File: config.mk
export PLATFORM = sky130hd
export DESIGN_NAME = alarm_controller
export DESIGN_NICKNAME = d
export VERILOG_FILES = /design/src/rtl/alarm_controller.sv
export SDC_FILE = /design/constraint.sdc
export NUM_CORES = 1
export LEC_CHECK = 0
export ABC_AREA = 1
export CAP_MARGIN = 20
export CORE_MARGIN = 5
export CORE_UTILIZATION = 50
export CTS_BUF_LIST = sky130_fd_sc_hd__clkbuf_8
export CTS_CLUSTER_DIAMETER = 30
export DETAILED_ROUTE_END_ITERATION = 12
export PLACE_DENSITY = 0.78
export RECOVER_POWER = 100
export SETUP_SLACK_MARGIN = 0.15
export SLEW_MARGIN = 20
export SYNTH_ARGS = -nofsm -noshare
export SYNTH_HDL_FRONTEND = slang
export SYNTH_SLANG_ARGS = --single-unit
File: constraint.sdc
create_clock -name clk -period 2.2 [get_ports clk]
set_input_delay 0.66 -clock clk [delete_from_list [all_inputs] [get_ports clk]]
set_output_delay 0.66 -clock clk [all_outputs]
set_load 0.05 [all_outputs]
File: src/rtl/alarm_controller.sv
// ---------------------------------------------------------------------------
// alarm_controller
//
// Purpose:
//   Alarm sequencing FSM for the alarm clock. It compares the running time
//   against the committed alarm time, rings for a bounded number of seconds,
//   and schedules snoozes a fixed number of minutes after the button press.
//   Every output is registered, so an output changes one clk after the match,
//   snooze match or button that causes it.
//
// Parameters:
//   RING_SECS    tick_sec pulses spent ringing before auto-stop (1..255)
//   SNOOZE_MINS  minutes added to the current time on snooze (1..59)
//   MAX_SNOOZE   snoozes allowed per alarm event (0..3)
//
// Ports:
//   clk           in   system clock
//   reset         in   synchronous, active-high reset
//   enable        in   global enable; low freezes every register
//   tick_sec      in   one-clk pulse per second
//   alarm_en      in   alarm armed (level)
//   time_hours    in   current hours 0..23
//   time_minutes  in   current minutes 0..59
//   alarm_hours   in   committed alarm hours 0..23
//   alarm_minutes in   committed alarm minutes 0..59
//   btn_stop      in   one-clk pulse: stop alarm
//   btn_snooze    in   one-clk pulse: snooze alarm
//   ringing       out  high while RINGING
//   alarm_led     out  blinks (toggles per tick_sec) while RINGING, else 0
//   snooze_active out  high while SNOOZE
//   snooze_count  out  snoozes used in the current alarm event
// ---------------------------------------------------------------------------
module alarm_controller #(
  parameter int RING_SECS   = 60,
  parameter int SNOOZE_MINS = 5,
  parameter int MAX_SNOOZE  = 3
) (
  input  logic       clk,
  input  logic       reset,
  input  logic       enable,
  input  logic       tick_sec,
  input  logic       alarm_en,
  input  logic [4:0] time_hours,
  input  logic [5:0] time_minutes,
  input  logic [4:0] alarm_hours,
  input  logic [5:0] alarm_minutes,
  input  logic       btn_stop,
  input  logic       btn_snooze,
  output logic       ringing,
  output logic       alarm_led,
  output logic       snooze_active,
  output logic [1:0] snooze_count
);

  typedef enum logic [1:0] {
    IDLE    = 2'd0,
    RINGING = 2'd1,
    SNOOZE  = 2'd2,
    DONE    = 2'd3
  } state_t;

  localparam logic [7:0] RING_LIM = 8'(RING_SECS);
  localparam logic [1:0] SNZ_LIM  = 2'(MAX_SNOOZE);
  localparam logic [6:0] SNZ_ADD  = 7'(SNOOZE_MINS);

  state_t     state_reg, state_next;
  logic [7:0] ring_cnt_reg, ring_cnt_next;
  logic       led_reg, led_next;
  logic       ringing_reg, ringing_next;
  logic       snooze_active_reg, snooze_active_next;
  logic [1:0] snz_cnt_reg, snz_cnt_next;
  logic [4:0] tgt_hr_reg, tgt_hr_next;
  logic [5:0] tgt_min_reg, tgt_min_next;

  logic       match;
  logic       smatch;
  logic [6:0] min_sum;
  logic [5:0] hr_sum;
  logic [4:0] snz_hr;
  logic [5:0] snz_min;

  assign match  = (time_hours == alarm_hours) && (time_minutes == alarm_minutes);
  assign smatch = (time_hours == tgt_hr_reg) && (time_minutes == tgt_min_reg);

  // Snooze target = now + SNOOZE_MINS. Minutes are summed 7 bits wide so the
  // carry past 59 is visible; at most one carry into hours is possible.
  always_comb begin
    min_sum = {1'b0, time_minutes} + SNZ_ADD;
    hr_sum  = {1'b0, time_hours} + 6'd1;
    snz_hr  = time_hours;
    snz_min = min_sum[5:0];
    if (min_sum >= 7'd60) begin
      snz_min = 6'(min_sum - 7'd60);
      snz_hr  = (hr_sum == 6'd24) ? 5'd0 : hr_sum[4:0];
    end
  end

  always_comb begin
    state_next    = state_reg;
    ring_cnt_next = ring_cnt_reg;
    led_next      = led_reg;
    snz_cnt_next  = snz_cnt_reg;
    tgt_hr_next   = tgt_hr_reg;
    tgt_min_next  = tgt_min_reg;

    // With enable low nothing moves; all defaults above are holds.
    if (enable) begin
      if (!alarm_en) begin
        // Disarming wins over every event in every state.
        state_next    = IDLE;
        ring_cnt_next = 8'd0;
        led_next      = 1'b0;
        snz_cnt_next  = 2'd0;
      end else begin
        case (state_reg)
          IDLE: begin
            if (match) begin
              state_next    = RINGING;
              ring_cnt_next = 8'd0;
              led_next      = 1'b1;
              snz_cnt_next  = 2'd0;
            end
          end
          RINGING: begin
            // Priority: stop > snooze > timeout > blink toggle.
            if (btn_stop) begin
              state_next = DONE;
            end else if (btn_snooze) begin
              if (snz_cnt_reg < SNZ_LIM) begin
                state_next   = SNOOZE;
                snz_cnt_next = snz_cnt_reg + 2'd1;
                tgt_hr_next  = snz_hr;
                tgt_min_next = snz_min;
              end else begin
                state_next = DONE;
              end
            end else if (tick_sec) begin
              ring_cnt_next = ring_cnt_reg + 8'd1;
              if (ring_cnt_next == RING_LIM) begin
                state_next = DONE;
              end else begin
                led_next = ~led_reg;
              end
            end
          end
          SNOOZE: begin
            if (btn_stop) begin
              state_next = DONE;
            end else if (smatch) begin
              state_next    = RINGING;
              ring_cnt_next = 8'd0;
              led_next      = 1'b1;
            end
          end
          DONE: begin
            // Holding here until the alarm minute passes prevents retrigger.
            if (!match) begin
              state_next = IDLE;
            end
          end
          default: state_next = IDLE;
        endcase
      end
    end

    // Status outputs follow the state being entered so they land on the
    // same edge as the transition; the LED is dark outside RINGING.
    ringing_next       = (state_next == RINGING);
    snooze_active_next = (state_next == SNOOZE);
    if (state_next != RINGING) begin
      led_next = 1'b0;
    end
  end

  always_ff @(posedge clk) begin
    if (reset) begin
      state_reg         <= IDLE;
      ring_cnt_reg      <= 8'd0;
      led_reg           <= 1'b0;
      ringing_reg       <= 1'b0;
      snooze_active_reg <= 1'b0;
      snz_cnt_reg       <= 2'd0;
      tgt_hr_reg        <= 5'd0;
      tgt_min_reg       <= 6'd0;
    end else begin
      state_reg         <= state_next;
      ring_cnt_reg      <= ring_cnt_next;
      led_reg           <= led_next;
      ringing_reg       <= ringing_next;
      snooze_active_reg <= snooze_active_next;
      snz_cnt_reg       <= snz_cnt_next;
      tgt_hr_reg        <= tgt_hr_next;
      tgt_min_reg       <= tgt_min_next;
    end
  end

  assign ringing       = ringing_reg;
  assign alarm_led     = led_reg;
  assign snooze_active = snooze_active_reg;
  assign snooze_count  = snz_cnt_reg;

endmodule

==> impl_results.md <==
- CTS sink cnt: 26
- Critical path peak fanout: 4
- Hold Crit Class: flip-flop to flip-flop
- Number of cell rows: 23
- Total chip power: 1.30 mW
- RSZ-0062 raised after global routing: yes
- Hpwl dp: 4040 um
- Max_cap viols: 0
- Max Clock Skew: 0.00577 ns
- Combinational Power Share: 0.305
- Most frequent cells in the layout: buf_4, nand2_1, inv_1
- P_sw: 0.392 mW
- Crit-path most repeated cell: inv_1
- Achievable Freq: 0.450 GHz
- Dpl cells: 416
- Crit-path cells: buf_8, inv_1, o21ai_2, xor2_1, inv_1, ha_4, buf_4, buf_4, xnor2_1, nand2_2, o21ai_1, o21ai_1, inv_1
- Internal Dissipation: 0.907 mW
- Non-Filler Instances: 435
- Synth Area per Inst: 7.08 um^2
- Ys Warns: 0
- Max_slew headroom: 0.604
- Inserted Clock Buffers: 3
- Worst-margin pin slew: 0.594 ns
- Gr ovfl total: 0
- Crit path max-delay cell type: xor2_1
- Reg power frac: 0.377
- CTS tree: done
- Total core area: 4060 um^2
- Sequential-to-total area share from yosys stat: 0.246
- # IOs: 34
- Total wire length: 7660 um
- Net Sw Frac: 0.302
- Final hold violations: 0
- Area Growth Syn to Fin: 51.6%
- H-tree Lvls: 1
- Crit share post-route: 1.01
- Wirelength per Cell: 17.6 um
- Type of the worst setup path: primary input to flip-flop
- DRC viols: 0
- Port Buf Inserts: 33
- Die height: 75.1 um
- Via count: 2548
- Pre-CTS WS: -0.591 ns
- Vias in the first global route: 2169
- Post-Syn Area: 2120 um^2
- EDFF count, synth: 0
- Final Wtd Congestion: 0.831
- Total track usage: 0.221
- First-pass GRT wire length: 9600 um
- Peak VDD IR: 0.317 mV
- CP max stage delay: 0.30 ns
- Gate Count Post-Synth: 299
- Power share of the clock group: 0.318
- Fraction of registers with async set/reset: 0
- Status: finished with violations
- Endpoint class of the critical path: flip-flop
- Worst-Skew Late Latency: 0.28 ns
- Initial antenna violation count: 0
- Final nets: 421
- Detail Route Antenna Nets: 0
- Synth area leader: dfxtp_1
- Root buffer cell: clkbuf_8
- Ranking of synthesized cells by area: dfxtp_1, nand2_1, xor2_1, inv_1, nor2_1
- Largest net degree at the start of global routing: 17
- Max reg flops: 8
- #FFs+latches synth: 26
- Failing checks: setup timing
- Ant. Diodes: 0
- Clock tree buffer depth: 2
- Post-Syn Nets: 334
- Worst setup margin: -0.0207 ns
- Critical path startpoint category: primary input
- Initial DRC Count: 334
- Finish-stage setup viols: 1
- Fraction of layout cells with a size suffix above 1: 0.395
- Arr. time, crit path: 2.45 ns
- Share of the synthesized area in the top cell type: 0.246
- Initial Util: 0.522
- Worst-path clk slew: 0.10 ns
- Fin. max-slew vios: 0
- DRT Pass-1 Iters: 8
- Synth Flop Type: dfxtp_1
- Pwr Density: 405 nW/um^2
- Die area: 5640 um^2
- Leakage: 1.49 nW
- Commonest non-fill, non-tap cell in the layout: buf_4
- Yosys cell types: 40
- Hold buffer count at cts: 0
- Die X: 75.1 um
- Worst path required time: 2.43 ns
- Post-route minimum period: 2.22 ns
- Final core occ: 0.791
- Via density: 5.86
[critical path: cells and delay by family]
family / cells / cell delay [ns]
buffers and inverters: 6 / 0.61
AND/OR/NAND/NOR: 1 / 0.08
AO/OA/AOI/OAI: 3 / 0.37
XOR/XNOR: 2 / 0.55
adder cells (fa/ha/maj): 1 / 0.19
[cells in the mapped netlist, types with 4 or more instances]
cell and count:
o21ai_0 7, a211oi_2 5, inv_1 36, buf_6 5
xnor2_1 10, o21ai_1 6, nand4_1 5, a21oi_1 15
nor2_1 29, xor2_1 16, nor3_1 6, nand2_4 4
dfxtp_1 26, ha_1 6, nand3_1 21, nand3_2 4
nand2_1 60
[per-stage QoR]
stage	hold slack (ns)	cell area (um^2)	TNS (ns)
after floorplan	0.454	2150	0
after global placement	0.473	2800	-10.16
after detailed placement	0.490	2800	-11.01
after CTS	0.504	2980	0
after global routing	0.545	3210	-0.248
final	0.527	3210	-0.0207
[area by class of cell]
class                   count  area (um^2)
multi-input cells         224         1630
clock inverters             1         30.0
well taps                  50         62.6
repair buffers             90          757
inverters                  41          164
clock buffers               3         41.3
flip-flops and latches     26          524
fillers                   255          847
[cells by family (layout without fill, tap and decap cells)]
family / after synthesis / count (layout) / share of synthesized area
adders and majority gates: 6 / 6 / 0.0354
and+or+nand+nor: 142 / 143 / 0.331
AOI/OAI and AO/OA: 48 / 48 / 0.155
xor gates and xnor gates: 27 / 27 / 0.120
buffers and inverters: 50 / 135 / 0.112
DFF: 26 / 26 / 0.246
[repair_timing]
item	in CTS	in global routing
setup buffers	8	5
endpoints found under the setup margin	30	24
gates resized for setup	59	71
cloned	1	1
pin swaps	29	27
[power by group through the flow]
stage	Sequential [mW]	Clock [mW]	Combinational, mW
after floorplan	0.499	0	0.167
after global placement	0.499	0	0.300
after detailed placement	0.499	0	0.309
after CTS	0.488	0.410	0.335
after global routing	0.490	0.424	0.418
final	0.490	0.413	0.396
[final timing paths]
check                        from               to  slack, ns  depth (start not counted)
setup / recovery  time_minutes[1]   tgt_min_reg[4]      -0.02                         13
setup reg to reg     state_reg[0]   tgt_min_reg[4]       0.02                         13
hold reg to reg   snooze_count[1]  snooze_count[1]       0.53                          2
hold / removal    snooze_count[1]  snooze_count[1]       0.53                          2
[layer usage]
layer | track usage | share of wire
met3 | 0.0360 | 0.093
met2 | 0.379 | 0.47
met5 | 0 | 0
met1 | 0.273 | 0.39
met4 | 0.0889 | 0.051
Note: power is estimated with default switching activity, not from simulation.
